## src/rtl/me_run_ctrl.sv

```systemverilog
// Run controller for the motion-estimation core: debounced start/stop buttons,
// single/repeat runs with a 4-phase req/ack handshake, timeout and result capture.

module me_run_deb #(
  parameter int DEB_CYCLES = 4
) (
  input  logic clk,
  input  logic rst_n,
  input  logic i_btn_n,
  output logic o_press
);
  localparam int CW = $clog2(DEB_CYCLES + 1);

  logic          r_s1, r_s2, r_lvl, r_press;
  logic [CW-1:0] r_cnt;
  logic          w_flip;

  // The level flips on the DEB_CYCLES-th consecutive sample that differs from it.
  assign w_flip  = (r_s2 != r_lvl) && (r_cnt == CW'(DEB_CYCLES - 1));
  assign o_press = r_press;

  always_ff @(posedge clk) begin
    if (!rst_n) begin
      r_s1    <= 1'b1;
      r_s2    <= 1'b1;
      r_lvl   <= 1'b1;
      r_cnt   <= '0;
      r_press <= 1'b0;
    end else begin
      r_s1    <= i_btn_n;
      r_s2    <= r_s1;
      r_press <= w_flip & ~r_s2;
      if (r_s2 == r_lvl) begin
        r_cnt <= '0;
      end else if (w_flip) begin
        r_lvl <= r_s2;
        r_cnt <= '0;
      end else begin
        r_cnt <= r_cnt + 1'b1;
      end
    end
  end
endmodule

module me_run_ctrl #(
  parameter int SAD_WIDTH  = 16,
  parameter int CNT_WIDTH  = 12,
  parameter int RUNS_WIDTH = 8,
  parameter int CYC_WIDTH  = 24,
  parameter int DEB_CYCLES = 4,
  parameter int TIMEOUT    = 1048576
) (
  input  logic                  clk,
  input  logic                  rst_n,
  input  logic                  start_n,
  input  logic                  stop_n,
  input  logic                  mode,
  input  logic [RUNS_WIDTH-1:0] run_count,
  output logic                  req,
  input  logic                  ack,
  input  logic [SAD_WIDTH-1:0]  min_sad,
  input  logic [CNT_WIDTH-1:0]  min_mvec,
  output logic [SAD_WIDTH-1:0]  last_sad,
  output logic [CNT_WIDTH-1:0]  last_mvec,
  output logic [SAD_WIDTH-1:0]  best_sad,
  output logic [CNT_WIDTH-1:0]  best_mvec,
  output logic [CYC_WIDTH-1:0]  last_cycles,
  output logic [RUNS_WIDTH-1:0] runs_done,
  output logic                  busy,
  output logic                  timeout
);
  localparam logic [CYC_WIDTH-1:0] TO_LAST = CYC_WIDTH'(TIMEOUT - 1);

  typedef enum logic [1:0] {S_IDLE, S_REQ, S_REL} state_t;

  state_t                r_state, w_nxt;
  logic                  w_start_prs, w_stop_prs;
  logic                  w_begin, w_cap, w_to, w_done;
  logic                  r_mode, r_stop_pend, r_timeout;
  logic [RUNS_WIDTH-1:0] r_run_cnt, r_runs_done;
  logic [CYC_WIDTH-1:0]  r_cyc, r_last_cyc;
  logic [SAD_WIDTH-1:0]  r_last_sad, r_best_sad;
  logic [CNT_WIDTH-1:0]  r_last_mvec, r_best_mvec;

  me_run_deb #(.DEB_CYCLES(DEB_CYCLES)) u_deb_start (
    .clk(clk), .rst_n(rst_n), .i_btn_n(start_n), .o_press(w_start_prs));
  me_run_deb #(.DEB_CYCLES(DEB_CYCLES)) u_deb_stop (
    .clk(clk), .rst_n(rst_n), .i_btn_n(stop_n), .o_press(w_stop_prs));

  // A zero run_count means run until stopped.
  assign w_done = r_stop_pend || w_stop_prs || !r_mode ||
                  ((r_run_cnt != '0) && (r_runs_done == r_run_cnt));

  always_ff @(posedge clk) begin
    if (!rst_n) r_state <= S_IDLE;
    else        r_state <= w_nxt;
  end

  always_comb begin
    w_nxt   = r_state;
    w_begin = 1'b0;
    w_cap   = 1'b0;
    w_to    = 1'b0;
    case (r_state)
      S_IDLE: begin
        if (w_start_prs && !w_stop_prs) begin
          w_begin = 1'b1;
          w_nxt   = S_REQ;
        end
      end
      S_REQ: begin
        if (ack) begin
          w_cap = 1'b1;
          w_nxt = S_REL;
        end else if (r_cyc == TO_LAST) begin
          w_to  = 1'b1;
          w_nxt = S_IDLE;
        end
      end
      S_REL: begin
        if (!ack) w_nxt = w_done ? S_IDLE : S_REQ;
      end
      default: w_nxt = S_IDLE;
    endcase
  end

  always_ff @(posedge clk) begin
    if (!rst_n) begin
      r_mode      <= 1'b0;
      r_run_cnt   <= '0;
      r_stop_pend <= 1'b0;
      r_timeout   <= 1'b0;
      r_runs_done <= '0;
      r_cyc       <= '0;
      r_last_cyc  <= '0;
      r_last_sad  <= '0;
      r_last_mvec <= '0;
      r_best_sad  <= '1;
      r_best_mvec <= '0;
    end else begin
      r_cyc <= (r_state == S_REQ) ? r_cyc + 1'b1 : '0;
      if (w_begin) begin
        r_mode      <= mode;
        r_run_cnt   <= run_count;
        r_runs_done <= '0;
        r_timeout   <= 1'b0;
        r_stop_pend <= 1'b0;
        r_best_sad  <= '1;
        r_best_mvec <= '0;
      end
      if (w_stop_prs && (r_state != S_IDLE)) r_stop_pend <= 1'b1;
      if (w_to) r_timeout <= 1'b1;
      if (w_cap) begin
        r_last_sad  <= min_sad;
        r_last_mvec <= min_mvec;
        r_last_cyc  <= r_cyc;
        if (r_runs_done != '1) r_runs_done <= r_runs_done + 1'b1;
        // Strict compare: on a tie the earlier run's vector is kept.
        if (min_sad < r_best_sad) begin
          r_best_sad  <= min_sad;
          r_best_mvec <= min_mvec;
        end
      end
    end
  end

  assign req         = (r_state == S_REQ);
  assign busy        = (r_state != S_IDLE);
  assign timeout     = r_timeout;
  assign runs_done   = r_runs_done;
  assign last_cycles = r_last_cyc;
  assign last_sad    = r_last_sad;
  assign last_mvec   = r_last_mvec;
  assign best_sad    = r_best_sad;
  assign best_mvec   = r_best_mvec;
endmodule

```

## config.mk

```make
export PLATFORM = sky130hd
export DESIGN_NAME = me_run_ctrl
export DESIGN_NICKNAME = d
export VERILOG_FILES = /design/src/rtl/me_run_ctrl.sv
export SDC_FILE = /design/constraint.sdc
export NUM_CORES = 1
export LEC_CHECK = 0
export ABC_AREA = 1
export CORE_MARGIN = 2
export CORE_UTILIZATION = 54
export CTS_CLUSTER_DIAMETER = 60
export CTS_CLUSTER_SIZE = 14
export DETAILED_ROUTE_END_ITERATION = 6
export GPL_TIMING_DRIVEN = 0
export PLACE_DENSITY_LB_ADDON = 0.05
export SYNTH_ARGS = -nofsm -noshare
export SYNTH_HDL_FRONTEND = slang
export SYNTH_SLANG_ARGS = --single-unit
```

## constraint.sdc

```tcl
create_clock -name clk -period 2.9 [get_ports clk]
set_clock_uncertainty 0.1 [all_clocks]
set_input_delay 0.58 -clock clk [delete_from_list [all_inputs] [get_ports clk]]
set_output_delay 0.58 -clock clk [all_outputs]
set_load 0.1 [all_outputs]
```

==> summary.md <==
| Metric | Value |
|---|---|
| Status | completed |
| HPWL after DPL | 12300 µm |
| Core ar. | 10700 µm² |
| Diodes inserted | 0 |
| Postcts setup bufs | 0 |
| CTS tree | built |
| Unrepaired setup endpoints after global routing | false |
| CTS Hold Buffers Added | 0 |
| I/O pin cnt | 133 |
| Area growth syn-to-layout | 34.7% |
| First DRT Iteration DRCs | 421 |
| Synth warn | 0 |
| Pleak | 0.00343 µW |
| VDD IR max | 0.436 mV |
| DR vias | 5892 |
| Slew HR | 0.308 |
| Number of global-route vias before repair | 5631 |
| WL final | 16800 µm |
| Flops & latches, synth | 139 |
| Skew-Pair Late Insertion Delay | 0.54 ns |
| Worst setup EP type | output pin |
| Routed Antenna Nets | 0 |
| Width of the die | 109 µm |
| GPL Wtd Cong | 0.902 |
| Global-route wire length before repair | 26700 µm |
| Mapped Nets | 852 |
| Kind of critical path | flop to output pin |
| GR Util All Layers | 0.293 |
| CTS HTree Levels | 4 |
| CTS root buf | clkbuf_8 |
| Startpoint Class | flop |
| Global route overflow | 0 |
| Std cell rows | 38 |
| Required @ worst endpoint | 2.22 ns |
| Drc violations | 0 |
| Final worst path period share | 0.983 |
| Hold depth | 1 |
| Ratio of cells with drive above 1 in the final layout | 0.0577 |
| Syn Inst Count | 789 |
| CTS max path bufs | 2 |
| Mapped Avg Cell Area | 7.50 µm² |
| CP max FO | 5 |
| Die extent in y | 109 µm |
| Clock sink count | 139 |
| Worst Hold End | u_deb_start.r_s2$_SDFF_PN1_ |
| Worst path slowest cell | clkdlybuf4s50_1 |
| Worst hold path type | flop to flop |
| Clk slew on worst S/H paths | 0.06 ns |
| Critical Path Max Stage Delay | 1.18 ns |
| Top cell type by total area after synthesis | dfxtp_1 |
| RR Startpoint | best_sad[5]$_SDFF_PN1_ |
| Die area | 11800 µm² |
| TritonCTS buffer count | 17 |
| CP Depth | 1 |
| Reg2reg end | best_sad[13]$_SDFF_PN1_ |
| Power per cell area | 509 nW/µm² |
| Ranking of synthesized cells by area | dfxtp_1, nor2_1, o21ai_0 |
| PortBufs | 132 |
| Post-layout min period | 2.85 ns |
| Finished Layout Cells | 1093 |
| R2R depth | 10 |
| Family with the most delay on the worst path | buffers and inverters |
| Worst Max-Slew Pin Slew | 1.03 ns |
| Crit path cell chain | clkdlybuf4s50_1 |
| Max_cap viols | 0 |
| Count of cell types in the netlist | 33 |
| Nets@finish | 1003 |
| CP bufs+invs | 1 |
| Pre-antenna DRT Iters | 5 |
| Synthesized area | 5920 µm² |
| Fmax | 351 MHz |
| Setup total negative slack | 0 ns |
| Seq/Total Area, Yosys | 0.470 |
| Pre-CTS worst setup slack | 0.0234 ns |
| Area fraction of the dominant cell type after synthesis | 0.470 |
| Cts repair resizes | 3 |
| Final Hold Viols | 0 |
| R2R Setup Slk | 0.72 ns |
| Starting Density | 0.551 |
| Crit path DAT | 2.17 ns |
| Setup WS post-layout | 0.0499 ns |
| Endpoints failing setup | 0 |
| Wire per inst | 15.4 µm |
| Initial antenna violation count | 0 |
| Dpl cells | 1061 |
| Largest net degree at the start of global routing | 17 |
| HP Start | u_deb_start.r_s1$_SDFF_PN1_ |
| Max Slew Vio Count | 0 |
| Vias per std cell | 5.39 |
## power by group
part | internal, µW | switching [µW]
registers | 1910 | 1.93
clock network | 1190 | 822
logic | 66.1 | 62.0
total | 3170 | 886
## kinds of logic (layout without fill, tap and decap cells)
group,Yosys count,after routing,synth area share
xor+xnor,7,7,0.0104
flops,139,139,0.470
fa+ha+maj,21,21,0.0444
buf+inv,111,275,0.0734
simple gates,344,344,0.254
compound gates,167,167,0.147
## worst max path at each step
stage                            start                      end  slack, ns
3_3_place_gp                     rst_n      r_cyc[2]$_SDFF_PN0_       0.04
4_1_cts        runs_done[7]$_SDFF_PN0_             runs_done[7]       0.02
2_1_floorplan  best_sad[14]$_SDFF_PN1_  best_sad[10]$_SDFF_PN1_       0.38
3_5_place_dp                     rst_n      r_cyc[2]$_SDFF_PN0_       0.02
6_report       runs_done[3]$_SDFF_PN0_             runs_done[3]       0.05
5_1_grt        runs_done[3]$_SDFF_PN0_             runs_done[3]      0.002
## layer usage
metal / GRT usage / vias to the layer above / part of all wire
li1: - / 2898 / -
met1: 0.350 / 2773 / 0.42
met2: 0.507 / 188 / 0.50
met3: 0.0628 / 33 / 0.058
met4: 0.128 / 0 / 0.024
met5: 0 / - / 0
## layout make-up
class	instances	area (µm²)
Sequential cell	139	2780
Fill cell	864	2770
Multi-Input combinational cell	539	2700
Timing Repair Buffer	132	1330
Clock buffer	20	455
Inverter	75	282
Tap cell	140	175
Buffer	36	153
Clock inverter	12	97.6
## cells in the mapped netlist, drive strengths merged
master,count
ha,21
a21oi,57
a31oi,1
nand3b,11
buf,12
nor2b,1
nor3b,1
dfxtp,139
a211oi,1
xor2,7
o21a,1
clkbuf,24
nand4,8
nand2,97
nor2,150
inv,75
nor4b,2
o211ai,2
o31ai,1
nand3,56
or2,6
o21ai,95
nor3,10
a21boi,9
nor4,2
## stage by stage
step | total power (µW) | utilization | hold WS (ns) | instance area [µm²]
finish | 4060 | 0.742 | 0.316 | 7970
global route | 4170 | 0.742 | 0.324 | 7970
CTS | 4070 | 0.741 | 0.315 | 7960
detailed placement | 2080 | 0.690 | 0.301 | 7410
global placement | 2080 | 0.690 | 0.300 | 7410
floorplan | 2000 | - | 0.293 | 5920
## cells in the final DEF (no fill, tap or decap), types with 2 or more instances in the layout
| cell | n |
|---|---|
| clkdlybuf4s50_1 | 126 |
| o21ai_0 | 94 |
| nand3_1 | 56 |
| inv_2 | 4 |
| inv_1 | 71 |
| nand3b_1 | 11 |
| dlygate4sd2_1 | 3 |
| ha_1 | 21 |
| o211ai_1 | 2 |
| clkbuf_8 | 4 |
| xor2_1 | 7 |
| buf_1 | 3 |
| clkbuf_1 | 24 |
| clkinvlp_4 | 5 |
| a21boi_0 | 9 |
| clkinv_2 | 6 |
| nor4_1 | 2 |
| nor3_1 | 10 |
| a21oi_1 | 57 |
| or2_2 | 6 |
| nor2_1 | 148 |
| nand4_1 | 8 |
| dlymetal6s2s_1 | 3 |
| buf_2 | 8 |
| nor4b_1 | 2 |
| nand2_1 | 95 |
| clkbuf_16 | 16 |
| dfxtp_1 | 139 |
## registers in the layout, indices dropped and copies added (netlist names), 3 cells and up
name / cells
best_mvec: 12
best_sad: 16
last_cycles: 24
last_mvec: 12
last_sad: 16
r_cyc: 24
r_run_cnt: 8
runs_done: 8
u_deb_start.r_cnt: 3
u_deb_stop.r_cnt: 3
Power figures use the tool's default switching activity.
